`config.mk`:
```
export PLATFORM = sky130hd
export DESIGN_NAME = probe_counter_bank_flat
export DESIGN_NICKNAME = d
export VERILOG_FILES = /design/src/rtl/probe_counter_bank_if.sv /design/src/rtl/probe_counter_bank.sv /design/src/flat_wrapper.sv
export SDC_FILE = /design/constraint.sdc
export NUM_CORES = 1
export LEC_CHECK = 0
export BUFFER_PORTS_ARGS = -buffer_cell sky130_fd_sc_hd__clkbuf_2
export CORE_MARGIN = 2
export CORE_UTILIZATION = 35
export DETAILED_ROUTE_END_ITERATION = 7
export MAX_ROUTING_LAYER = met4
export PLACE_DENSITY_LB_ADDON = 0.3
export SLEW_MARGIN = 0
export SYNTH_ARGS = -nofsm -noshare
export SYNTH_HDL_FRONTEND = slang
export SYNTH_SLANG_ARGS = --single-unit
```
`constraint.sdc`:
```
create_clock -name clk -period 2.4 [get_ports clk]
set_input_delay 0.12 -clock clk [delete_from_list [all_inputs] [get_ports clk]]
set_output_delay 0.12 -clock clk [all_outputs]
set_load 0.005 [all_outputs]
```
`src/rtl/probe_counter_bank_if.sv`:
```
// Snapshot handshake bundle for probe_counter_bank.
//   snap_req    requester -> bank   ask for an atomic copy of all counters
//   snap_valid  bank -> requester   captured copy is being held
//   snap_ready  requester -> bank   requester accepts the held copy
//   snap_data   bank -> requester   captured counts, channel i at [i*WIDTH +: WIDTH]
//   snap_flags  bank -> requester   captured wrap flags
//   snap_miss   bank -> requester   request arrived while a copy was still held
// The master modport is the counter bank; the slave modport is the consumer.
interface probe_counter_bank_if #(
  parameter int NUM_CH = 4,
  parameter int WIDTH  = 8
);
  logic                    snap_req;
  logic                    snap_valid;
  logic                    snap_ready;
  logic [NUM_CH*WIDTH-1:0] snap_data;
  logic [NUM_CH-1:0]       snap_flags;
  logic                    snap_miss;

  modport master (
    input  snap_req,
    input  snap_ready,
    output snap_valid,
    output snap_data,
    output snap_flags,
    output snap_miss
  );

  modport slave (
    output snap_req,
    output snap_ready,
    input  snap_valid,
    input  snap_data,
    input  snap_flags,
    input  snap_miss
  );
endinterface

```
`src/rtl/probe_counter_bank.sv`:
```
// Bank of NUM_CH independent up/down counters with a live probe bus and an
// atomic snapshot port.
//   clk, rst_n     clock (rising edge) and asynchronous active-low reset
//   en_i           per-channel count enable
//   dir_i          per-channel direction, 1 = up, 0 = down
//   clr_i          per-channel synchronous clear (highest priority)
//   ld_i           per-channel synchronous load
//   ld_val_i       load values, channel i at [i*WIDTH +: WIDTH]
//   probe_cnt_o    live counter registers, same packing as ld_val_i
//   probe_msb_o    MSB of each live counter
//   wrap_flag_o    sticky wrap / saturation-hit flag per channel
//   snap           snapshot handshake (master side)
// SATURATE = 0 wraps modulo 2^WIDTH, SATURATE = 1 clamps at 0 / all-ones.
module probe_counter_bank #(
  parameter int NUM_CH   = 4,
  parameter int WIDTH    = 8,
  parameter bit SATURATE = 1'b0
) (
  input  logic                    clk,
  input  logic                    rst_n,
  input  logic [NUM_CH-1:0]       en_i,
  input  logic [NUM_CH-1:0]       dir_i,
  input  logic [NUM_CH-1:0]       clr_i,
  input  logic [NUM_CH-1:0]       ld_i,
  input  logic [NUM_CH*WIDTH-1:0] ld_val_i,
  output logic [NUM_CH*WIDTH-1:0] probe_cnt_o,
  output logic [NUM_CH-1:0]       probe_msb_o,
  output logic [NUM_CH-1:0]       wrap_flag_o,
  probe_counter_bank_if.master    snap
);

  typedef enum logic {IDLE, HOLD} snapState_e;

  snapState_e              state_q, state_d;
  logic [WIDTH-1:0]        cnt_q [NUM_CH];
  logic [WIDTH-1:0]        cnt_d [NUM_CH];
  logic [NUM_CH-1:0]       wrapFlag_q, wrapFlag_d;
  logic [NUM_CH-1:0]       wrapEv;
  logic [NUM_CH*WIDTH-1:0] snapData_q, snapData_d;
  logic [NUM_CH-1:0]       snapFlags_q, snapFlags_d;
  logic                    capture;
  logic                    accept;

  assign capture = (state_q == IDLE) && snap.snap_req;
  assign accept  = (state_q == HOLD) && snap.snap_ready;

  // Counter next-state and flag update. A wrap event is detected on the
  // pre-update value whenever the enable wins priority, in both modes; in
  // saturating mode the same event simply holds the count instead of rolling.
  // The flag ordering is clr, then a new wrap event, then snapshot acceptance,
  // so a wrap coinciding with acceptance survives the accept-clear.
  always_comb begin
    for (int i = 0; i < NUM_CH; i++) begin
      cnt_d[i]      = cnt_q[i];
      wrapEv[i]     = 1'b0;
      wrapFlag_d[i] = wrapFlag_q[i];
      if (clr_i[i]) begin
        cnt_d[i] = '0;
      end else if (ld_i[i]) begin
        cnt_d[i] = ld_val_i[i*WIDTH +: WIDTH];
      end else if (en_i[i]) begin
        if (dir_i[i]) begin
          wrapEv[i] = &cnt_q[i];
          if (!(wrapEv[i] && SATURATE)) cnt_d[i] = cnt_q[i] + WIDTH'(1);
        end else begin
          wrapEv[i] = (cnt_q[i] == '0);
          if (!(wrapEv[i] && SATURATE)) cnt_d[i] = cnt_q[i] - WIDTH'(1);
        end
      end
      if (clr_i[i])       wrapFlag_d[i] = 1'b0;
      else if (wrapEv[i]) wrapFlag_d[i] = 1'b1;
      else if (accept)    wrapFlag_d[i] = 1'b0;
    end
  end

  // The snapshot copies the registered counts, i.e. the values before the
  // update made on the same edge.
  always_comb begin
    snapData_d  = snapData_q;
    snapFlags_d = snapFlags_q;
    if (capture) begin
      snapData_d  = probe_cnt_o;
      snapFlags_d = wrapFlag_q;
    end
  end

  always_ff @(posedge clk or negedge rst_n) begin
    if (!rst_n) begin
      for (int i = 0; i < NUM_CH; i++) cnt_q[i] <= '0;
      wrapFlag_q  <= '0;
      snapData_q  <= '0;
      snapFlags_q <= '0;
    end else begin
      for (int i = 0; i < NUM_CH; i++) cnt_q[i] <= cnt_d[i];
      wrapFlag_q  <= wrapFlag_d;
      snapData_q  <= snapData_d;
      snapFlags_q <= snapFlags_d;
    end
  end

  // Snapshot FSM state register.
  always_ff @(posedge clk or negedge rst_n) begin
    if (!rst_n) state_q <= IDLE;
    else        state_q <= state_d;
  end

  // Snapshot FSM next state.
  always_comb begin
    state_d = state_q;
    case (state_q)
      IDLE:    if (snap.snap_req)   state_d = HOLD;
      HOLD:    if (snap.snap_ready) state_d = IDLE;
      default: state_d = IDLE;
    endcase
  end

  // Snapshot FSM outputs. Valid is decoded from state so an asynchronous
  // reset drops it immediately; a request seen while holding is a miss,
  // including one in the acceptance cycle.
  always_comb begin
    snap.snap_valid = (state_q == HOLD);
    snap.snap_miss  = (state_q == HOLD) && snap.snap_req;
    snap.snap_data  = snapData_q;
    snap.snap_flags = snapFlags_q;
  end

  for (genvar g = 0; g < NUM_CH; g++) begin : gProbe
    assign probe_cnt_o[g*WIDTH +: WIDTH] = cnt_q[g];
    assign probe_msb_o[g]                = cnt_q[g][WIDTH-1];
  end

  assign wrap_flag_o = wrapFlag_q;

endmodule

```
`src/flat_wrapper.sv`:
```
// flat-port wrapper written by rule: the top's interface ports become plain ports
module probe_counter_bank_flat 
#(
  parameter int NUM_CH   = 4,
  parameter int WIDTH    = 8,
  parameter bit SATURATE = 1'b0
)
  (clk, rst_n, en_i, dir_i, clr_i, ld_i, ld_val_i, probe_cnt_o, probe_msb_o, wrap_flag_o, snap_snap_req, snap_snap_ready, snap_snap_valid, snap_snap_data, snap_snap_flags, snap_snap_miss);
  probe_counter_bank_if #(.NUM_CH(NUM_CH), .WIDTH(WIDTH)) snap_i ();
  input  logic clk;
  input  logic rst_n;
  input  logic [NUM_CH-1:0] en_i;
  input  logic [NUM_CH-1:0] dir_i;
  input  logic [NUM_CH-1:0] clr_i;
  input  logic [NUM_CH-1:0] ld_i;
  input  logic [NUM_CH*WIDTH-1:0] ld_val_i;
  output logic [NUM_CH*WIDTH-1:0] probe_cnt_o;
  output logic [NUM_CH-1:0] probe_msb_o;
  output logic [NUM_CH-1:0] wrap_flag_o;
  input wire logic [$bits(snap_i.snap_req)-1:0] snap_snap_req;
  input wire logic [$bits(snap_i.snap_ready)-1:0] snap_snap_ready;
  output wire logic [$bits(snap_i.snap_valid)-1:0] snap_snap_valid;
  output wire logic [$bits(snap_i.snap_data)-1:0] snap_snap_data;
  output wire logic [$bits(snap_i.snap_flags)-1:0] snap_snap_flags;
  output wire logic [$bits(snap_i.snap_miss)-1:0] snap_snap_miss;
  assign snap_i.snap_req = snap_snap_req;
  assign snap_i.snap_ready = snap_snap_ready;
  assign snap_snap_valid = snap_i.snap_valid;
  assign snap_snap_data = snap_i.snap_data;
  assign snap_snap_flags = snap_i.snap_flags;
  assign snap_snap_miss = snap_i.snap_miss;
  probe_counter_bank #(.NUM_CH(NUM_CH), .WIDTH(WIDTH), .SATURATE(SATURATE)) u_core (.clk(clk), .rst_n(rst_n), .en_i(en_i), .dir_i(dir_i), .clr_i(clr_i), .ld_i(ld_i), .ld_val_i(ld_val_i), .probe_cnt_o(probe_cnt_o), .probe_msb_o(probe_msb_o), .wrap_flag_o(wrap_flag_o), .snap(snap_i));
endmodule
```
==> run summary <==
## STA
• 0.00725 ns — clock skew after layout
• 0.937 ns — pin slew with the least headroom to its limit
• 86.6% — final worst path period share
• false — setup repair after global routing missed its margin
• 0 — final number of max-transition violations
• 37.5% — worst max-slew margin expressed relative to the limit
• 2.08 ns — crit path time final
• 0 ns — Setup TNS Final
• 0 — setup-violating endpoint count in the final report
• 0 — final hold violation count
• 481 MHz — Max Clock Freq

## Synth
• 0.00444 mm² — Synth Cell Area
• 0 — number of enable flip-flop cells after synthesis
• 43 — Cell variety after synth
• 41.1% — top cell type's share of synthesized area
• sky130_fd_sc_hd__dfrtp_1 — leading register cell type out of synthesis
• 100% — async set-reset flop share out of synthesis
• 536 — syn nets
• 456 — Post-Syn Instances
• sky130_fd_sc_hd__dfrtp_1 41%, sky130_fd_sc_hd__mux2_2 9.1%, sky130_fd_sc_hd__ha_1 6.8% — leading post-synthesis cells by cell area
• 73 — #FFs+latches synth
• sky130_fd_sc_hd__dfrtp_1 — cell taking the most area after synthesis
• 9.74 µm² — synthesized area per cell
• 0 — count of warnings emitted by yosys
• sky130_fd_sc_hd__dfrtp_1 — most frequently used cell type in the post-synthesis netlist
• 41.1% — portion of the post-synthesis area used by sequential elements
• 73 x sky130_fd_sc_hd__dfrtp_1, 48 x sky130_fd_sc_hd__a21oi_1, 46 x sky130_fd_sc_hd__nor2_1 — cell types with the highest counts after synthesis

## Drt
• 4 — first drt pass iteration count
• 0 — ANT nets after route
• 3912 — via total after detailed routing
• 11700 µm — Routed WL
• 15.4 µm — WL/cell
• 5.16 — post-detailed-route via-to-cell ratio
• 0 — remaining design rule violation count
• 180 — 1st-iter DRT viols

## Setup path
• 0.32 ns — worst-case register-to-register setup slack
• 8 — biggest fanout along the worst timing path
• 2.60 ns — data required time of the worst path
• 2.28 ns — arrival time at the worst endpoint
• u_core.probe_cnt_o[8]$_DFFE_PN0P_ — launch instance of the worst register-to-register path
• flip-flop — type of element capturing the critical path
• u_core.probe_cnt_o[14]$_DFFE_PN0P_ — end of the worst register-to-register path
• flip-flop — Critical Path Source Type
• flip-flop to flip-flop — critical path class
• 6 — Register-to-Register Path Depth

## Power
• 0.00118 W — Sw Pwr
• 33.2% — clock network power share
• 676 mW/mm² — power density over the cells
• 0.00256 W — internal power
• 25.7% — part of the total power dissipated in combinational logic
• 41.1% — relative contribution of sequential cells to total power
• 31.6% — switching portion of total power
• 0.000388 V — worst vdd rail ir drop
• 2.72 nW — Lkg Pwr

## Floorplanning
• 0.0125 mm² — floorplan core area
• 117 µm — die width
• 35.5% — initial standard-cell utilization of the core
• 117 µm — die extent in y
• 0.0136 mm² — DIE AREA
• 41 — FP Rows
• 130 — I/O pin cnt

## Global routing
• 0 — gr ovfl total
• 3696 — number of global-route vias before repair
• 0 — number of antenna violations at the first check in global routing
• 18700 µm — global-route wire length before repair
• 74 — maximum number of pins on one net before global-route repair
• 18.1% — GR Util All Layers

## Final layout
• 24.7% — Syn-to-layout area delta
• 0.00244 mm² — multi-input gate area in the final layout
• 758 — fin cells
• 0.00183 mm² — Storage cell area
• 0 — number of inserted diodes
• 661 — final layout net count
• 1247 — count of fill cells added during filler insertion
• 32.4% — share of cells above drive strength 1

## Clocking
• 2 — CTS Buffer Depth
• 0 — number of resized instances in the post-cts repair step
• 73 — Sinks on Clock Net
• 0.35 ns — clock latency reported for the late side of the worst-skew pair
• yes — TritonCTS clock tree
• 3 — CTS H-Tree Depth
• 9 — Inserted Clock Buffers
• sky130_fd_sc_hd__clkbuf_16 — cell chosen for the clock root
• 0.06 ns — clock slew at the register clock pins of the worst setup and hold paths

## Placement
• 0.871 — Final GP Congestion
• 8340 µm — DP HPWL
• 129 — IO Port Bufs
• 738 — cell total after placement

## Hold path
• input port to flip-flop — kind of path behind the tightest hold check
• 3 — number of instances on the worst hold path
• u_core.probe_cnt_o[12]$_DFFE_PN0P_ — Hold Path End
• ld_val_i[12] — Hold Startpoint

## Flow run
• 0 — number of violations of the max-capacitance limit

## Outcome
• completed — outcome

## worst max path at each step
stage	startpoint	to	depth (start not counted)
6_report	u_core.probe_cnt_o[8]$_DFFE_PN0P_	u_core.probe_cnt_o[14]$_DFFE_PN0P_	6
5_1_grt	u_core.probe_cnt_o[24]$_DFFE_PN0P_	u_core.probe_cnt_o[30]$_DFFE_PN0P_	6
4_1_cts	u_core.probe_cnt_o[8]$_DFFE_PN0P_	u_core.probe_cnt_o[14]$_DFFE_PN0P_	6
3_5_place_dp	u_core.probe_cnt_o[8]$_DFFE_PN0P_	u_core.probe_cnt_o[14]$_DFFE_PN0P_	6
3_3_place_gp	u_core.probe_cnt_o[0]$_DFFE_PN0P_	u_core.probe_cnt_o[6]$_DFFE_PN0P_	6
2_1_floorplan	u_core.probe_cnt_o[8]$_DFFE_PN0P_	u_core.probe_cnt_o[14]$_DFFE_PN0P_	6
## critical path, stage by stage, from the launching register on
cell	delay, ns
sky130_fd_sc_hd__dfrtp_1	0.48
sky130_fd_sc_hd__fa_1	0.47
sky130_fd_sc_hd__a21oi_1	0.18
sky130_fd_sc_hd__o21ai_0	0.11
sky130_fd_sc_hd__a21oi_1	0.18
sky130_fd_sc_hd__xor2_1	0.08
sky130_fd_sc_hd__a2111oi_0	0.43
## layout make-up
class,count,share of cell area (%)
repair buffers,137,13.0
flip-flops and latches,73,33.0
clock inverters,7,0.859
well taps,172,3.89
clock buffers,9,4.07
multi-input cells,343,44.1
inverters,17,1.15
## power by group through the flow
stage / clock network [W] / logic (W) / registers (W)
after floorplan: 0 / 0.000585 / 0.00154
after global placement: 0 / 0.000945 / 0.00155
after global routing: 0.00134 / 0.00108 / 0.00156
final: 0.00124 / 0.000960 / 0.00154
after detailed placement: 0 / 0.000957 / 0.00156
after CTS: 0.00128 / 0.000970 / 0.00154
## flip-flops by register name, indices dropped and copies added (netlist names)
signal and cells:
u_core.snap.snap_valid 1, u_core.wrap_flag_o 4, u_core.snap.snap_data 32, u_core.snap.snap_flags 4, u_core.probe_cnt_o 32
## cell families after synthesis
kind of cell               after synthesis  share of synthesized area (%)
buffers and inverters                   40                           3.97
AOI/OAI and AO/OA                      119                           17.0
adders and majority gates               28                           8.57
xor gates and xnor gates                22                           4.34
and+or+nand+nor                        131                           14.3
muxes                                   43                           10.7
DFF                                     73                           41.1
## what timing repair did
item / 4_1_cts / 5_1_grt
endpoints found under the hold margin: 76 / 0
hold buffers: 4 / 0
buffers inserted: 0 / 0
## per-stage QoR
step | instance area (µm²) | total power [W] | util (%) | hold slack [ns] | worst slack, ns
floorplan | 4440 | 0.00213 | - | -0.176 | 0.555
global placement | 5220 | 0.00250 | 41.7 | 0.327 | 0.459
detailed placement | 5220 | 0.00252 | 41.7 | 0.336 | 0.329
CTS | 5540 | 0.00379 | 44.2 | 0.00154 | 0.306
global route | 5540 | 0.00398 | 44.2 | 0.0227 | 0.0482
finish | 5540 | 0.00374 | 44.2 | 0.00659 | 0.321
## per-layer routing
layer / share of wire (%) / track usage [%] / wire length (µm) / up-vias
met3: 5.2 / 4.46 / 606 / 16
met4: 1.4 / 5.10 / 163 / 0
met5: 0 / - / 0 / -
met2: 47 / 28.9 / 5530 / 122
li1: - / - / - / 1909
met1: 46 / 23.1 / 5370 / 1865
## cell usage in the layout, fill, tap and decap left out, types with 15 or more instances in the layout
master and n:
sky130_fd_sc_hd__a21oi_1 48, sky130_fd_sc_hd__clkbuf_2 128, sky130_fd_sc_hd__dfrtp_1 73, sky130_fd_sc_hd__ha_1 24, sky130_fd_sc_hd__inv_1 15, sky130_fd_sc_hd__mux2_2 36, sky130_fd_sc_hd__nand2_1 27, sky130_fd_sc_hd__nor2_1 46
sky130_fd_sc_hd__o21ai_0 18, sky130_fd_sc_hd__xnor2_1 15
No activity file was read; power rests on OpenSTA's default activity.
